**config.mk**
```make
export PLATFORM = sky130hd
export DESIGN_NAME = counter4_ctrl
export DESIGN_NICKNAME = d
export VERILOG_FILES = /design/src/rtl/counter4_pkg.sv /design/src/rtl/counter4_prescaler.sv /design/src/rtl/counter4_ctrl.sv
export SDC_FILE = /design/constraint.sdc
export NUM_CORES = 1
export LEC_CHECK = 0
export CORE_MARGIN = 2
export CORE_UTILIZATION = 30
export DETAILED_ROUTE_END_ITERATION = 10
export RECOVER_POWER = 100
export SLEW_MARGIN = 20
export SYNTH_ARGS = -nofsm -noshare
export SYNTH_HDL_FRONTEND = slang
export SYNTH_HIERARCHICAL = 1
export SYNTH_SLANG_ARGS = --single-unit
```
**constraint.sdc**
```tcl
create_clock -name clk -period 3.6 [get_ports clk]
set_input_delay 0.36 -clock clk [delete_from_list [all_inputs] [get_ports clk]]
set_output_delay 0.36 -clock clk [all_outputs]
set_load 0.05 [all_outputs]
```
**src/rtl/counter4_pkg.sv**
```systemverilog
// counter4_pkg: shared state encoding and default sizing for the counter sequencer.
package counter4_pkg;
    typedef enum logic [1:0] {
        IDLE  = 2'd0,
        RUN   = 2'd1,
        PAUSE = 2'd2,
        DONE  = 2'd3
    } state_t;
    localparam int DEF_WIDTH    = 2;
    localparam int DEF_PRESCALE = 4;
endpackage

```
**src/rtl/counter4_prescaler.sv**
```systemverilog
// counter4_prescaler: divides clk by PRESCALE; advances only while enabled and not held.
module counter4_prescaler
    import counter4_pkg::*;
#(
    parameter int PRESCALE = DEF_PRESCALE
) (
    input  logic clk,
    input  logic rst_n,
    input  logic i_en,
    input  logic i_hold,
    input  logic i_clear,
    output logic o_tick
);
    localparam int PS_W = $clog2(PRESCALE) > 0 ? $clog2(PRESCALE) : 1;
    localparam logic [PS_W-1:0] PS_MAX = PS_W'(PRESCALE - 1);
    logic [PS_W-1:0] r_ps;
    logic            w_adv;
    assign w_adv  = i_en && !i_hold;
    assign o_tick = w_adv && (r_ps == PS_MAX);
    always_ff @(posedge clk or negedge rst_n) begin
        if (!rst_n)
            r_ps <= '0;
        else if (i_clear)
            r_ps <= '0;
        else if (w_adv)
            r_ps <= (r_ps == PS_MAX) ? '0 : r_ps + PS_W'(1);
    end
endmodule

```
**src/rtl/counter4_ctrl.sv**
```systemverilog
// counter4_ctrl: run/pause/stop sequencer owning the count register, with one-shot
// or auto-reload termination at a terminal value latched when a run starts.
module counter4_ctrl
    import counter4_pkg::*;
#(
    parameter int WIDTH    = DEF_WIDTH,
    parameter int PRESCALE = DEF_PRESCALE
) (
    input  logic             clk,
    input  logic             rst_n,
    input  logic             start,
    input  logic             stop,
    input  logic             pause,
    input  logic             reload,
    input  logic [WIDTH-1:0] tc_value,
    output logic             cnt_en,
    output logic [WIDTH-1:0] count,
    output logic             busy,
    output logic             done,
    output logic [1:0]       state
);
    state_t           r_state, w_next;
    logic [WIDTH-1:0] r_count, r_tc;
    logic             r_reload, r_done;
    logic             w_launch, w_tick, w_term;
    assign w_launch = start && !stop && (r_state == IDLE || r_state == DONE);
    assign w_term   = w_tick && (r_count == r_tc);
    // stop folds into hold so the tick is suppressed on the aborting edge
    counter4_prescaler #(.PRESCALE(PRESCALE)) u_ps (
        .clk    (clk),
        .rst_n  (rst_n),
        .i_en   (r_state == RUN),
        .i_hold (pause || stop),
        .i_clear(stop || w_launch),
        .o_tick (w_tick)
    );
    always_ff @(posedge clk or negedge rst_n) begin
        if (!rst_n)
            r_state <= IDLE;
        else
            r_state <= w_next;
    end
    always_comb begin
        w_next = r_state;
        cnt_en = w_tick;
        busy   = (r_state == RUN) || (r_state == PAUSE);
        if (stop)
            w_next = IDLE;
        else if (w_launch)
            w_next = RUN;
        else if (r_state == RUN && pause)
            w_next = PAUSE;
        else if (r_state == PAUSE && !pause)
            w_next = RUN;
        else if (w_term && !r_reload)
            w_next = DONE;
    end
    always_ff @(posedge clk or negedge rst_n) begin
        if (!rst_n) begin
            r_count  <= '0;
            r_tc     <= '0;
            r_reload <= 1'b0;
            r_done   <= 1'b0;
        end else begin
            r_done <= w_term;
            if (stop || w_launch)
                r_count <= '0;
            else if (w_term)
                r_count <= r_reload ? '0 : r_count;
            else if (w_tick)
                r_count <= r_count + WIDTH'(1);
            if (w_launch) begin
                r_tc     <= tc_value;
                r_reload <= reload;
            end
        end
    end
    assign count = r_count;
    assign done  = r_done;
    assign state = r_state;
endmodule

```
==> metrics.yaml <==
die_h_microns: 47.4
ir_drop_mv: 0.226
synth_largest_area_cell: "dfrtp_1"
finalCritPeriodShare_pct: 84.0
max_freq_mhz: 331
ys_seq_elements: 10
status: "complete, no violations"
finalClockSkew_ns: 0.0102
cts_inserted_buffers: 3
path_clk_slew_ns: 0.06
root_buffer: "clkbuf_4"
num_rows: 15
gp_congestion: 0.713
slew_headroom_pct: 66.6
vias_per_cell: 4.65
diodes: 0
synthTopCellsByArea: "dfrtp_1 44%, ha_1 6.7%, mux2_2 6.0%"
yosysWarnings: 6
cp.arrival_ns: 2.66
synthesis.instances: 52
syn-cell-area_sq_um: 564
path_max_fanout: 5
first_global_vias: 409
worst_slew_pin_slew_ns: 0.499
leakage_nw: 0.331
io_pins: 15
drtAntennaViolNets: 0
port_buffers: 14
grt_pass1_wl_mm: 1.73
htree_levels: 1
wl_mm: 1.06
synth_cell_type_count: 25
die_w_microns: 47.4
place_inst: 91
clock-sinks: 10
cts_setup_buffers: 0
finalMaxSlewViolations: 0
final_hold_viol_count: 0
ys_seq_area_share_pct: 44.3
cts_resized: 0
synth.top_cell.area_share_pct: 44.3
fillers: 175
ctsHoldBuffers: 0
dp_hpwl_microns: 894
cts_tree: "yes"
crit_path_end_kind: "primary output"
cp-start-kind: "input port"
path_class: "input port to primary output"
drt-initial-drc-count: 6
rsz0062_at_grt: "false"
wl_per_cell_microns: 11.2
syn_nets: 63
die_area_sq_um: 2240
ctsLongestPathBuffers: 2
stdcell_count: 94
required_ns: 3.24
avgSynthCellArea_sq_um: 10.9
tns_ns: 0
period_needed_ns: 3.02
drive_above_1_share_pct: 17.4
core_area_sq_um: 1750
nets: 82
worst_hold_path_type: "input port to async pin"
antenna_found_initial: 0
grt_max_degree: 11
maxCapViolCount: 0
finalSetupViolations: 0
power_density_nw_per_um2: 366
clock_latency_ns: 0.27
drc: 0
globalRouteTotalUtil_pct: 11.9
grt-ovfl-total: 0
num_vias: 437
drt_pass1_iterations: 3
floorplan.initialDensity_pct: 32.3
area.growth.synth_to_final_pct: 32.8
-- area by class of cell --
cell class | count | area [sq um] | share of cell area (%)
Tap cell | 25 | 31.3 | 4.17
Multi-Input combinational cell | 36 | 283 | 37.7
Timing Repair Buffer | 14 | 140 | 18.7
Sequential cell | 10 | 250 | 33.4
Inverter | 6 | 22.5 | 3.01
Clock buffer | 3 | 22.5 | 3.01
-- path summary, 6_finish.rpt --
check                                     start                   end  slack, ns  cells past startpoint
hold reg to reg            r_reload$_DFFE_PN0P_  r_reload$_DFFE_PN0P_       0.52                      1
setup reg to reg           state[1]$_DFFE_PN0P_  state[1]$_DFFE_PN0P_       1.51                      7
hold / removal                            rst_n  count[1]$_DFFE_PN0P_       0.48                      1
min in group clk           r_reload$_DFFE_PN0P_  r_reload$_DFFE_PN0P_       0.52                      1
max in group asynchronous                 rst_n   r_tc[1]$_DFFE_PN0P_       2.80                      1
setup / recovery                           stop                cnt_en       0.58                      5
-- stage by stage --
stage | instance area (sq um) | total power, mW | worst slack, ns | util (%) | hold slack, ns
after floorplan | 564 | 0.180 | 1.49 | - | 0.0644
after global placement | 736 | 0.205 | 0.935 | 42.2 | 0.521
after detailed placement | 736 | 0.206 | 0.896 | 42.2 | 0.505
after CTS | 758 | 0.283 | 0.905 | 43.4 | 0.418
after global routing | 749 | 0.290 | 0.445 | 42.9 | 0.520
final | 749 | 0.274 | 0.576 | 42.9 | 0.475
-- cell usage in the layout, fill, tap and decap left out --
cell type         n
a21o_1            1
a21oi_1           1
a21oi_2           1
a311oi_1          2
a31o_2            1
a31oi_1           2
and2_0            1
and2b_1           1
and3_4            1
clkbuf_4          3
clkdlybuf4s50_1   6
dfrtp_1          10
dlygate4sd3_1     8
ha_1              3
inv_1             5
inv_2             1
mux2_2            3
mux2i_1           3
nand2_1           3
nand3_1           1
nor2_1            4
nor2b_1           2
o22ai_1           1
o32ai_2           1
or2_2             1
or3_1             1
xnor2_1           2
-- flip-flops by register name, summed over array words and instances (netlist names) --
name       cells
r_tc           2
r_reload       1
u_ps/r_ps      2
done           1
state          2
count          2
-- synth_stat cells --
library cell	instances
nor2_1	4
a21oi_1	1
and3_4	1
dfrtp_1	10
ha_1	3
and2_2	1
mux2_2	3
inv_2	1
a31oi_1	2
or2_2	1
xnor2_1	2
nor2b_4	1
inv_1	5
a21oi_2	1
nand3_1	1
nor2b_1	1
o22ai_1	1
a21o_1	1
a31o_2	1
o32ai_2	1
nand2_1	3
or3_1	1
mux2i_1	3
and2b_1	1
a311oi_1	2
-- per-layer routing --
metal / track usage, % / vias to the layer above / routed length (microns)
li1: - / 221 / -
met1: 13.6 / 201 / 455
met2: 18.1 / 11 / 520
met3: 5.77 / 4 / 52
met4: 6.67 / 0 / 28
met5: 0 / - / 0
-- cell families (layout without fill, tap and decap cells) --
kind of cell,count (synthesis),after routing,synth area share (%)
mux,6,6,11.3
compound gates,10,10,14.6
flops,10,10,44.3
buf+inv,6,23,3.99
simple gates,15,15,16.0
xor+xnor,2,2,3.10
fa+ha+maj,3,3,6.65
-- report_power, final --
group	internal, mW	total, mW	switching (mW)	leakage [nW]
clock network	0.0385	0.0749	0.0364	0.0138
registers	0.123	0.131	0.00747	0.132
logic	0.0303	0.0686	0.0383	0.186
total	0.192	0.274	0.0821	0.331
-- critical path, stage by stage --
cell and delay (ns):
dlygate4sd3_1 0.59, or2_2 0.31, nor2b_1 0.25, and2_0 0.31, clkdlybuf4s50_1 0.85
Power figures use the tool's default switching activity.
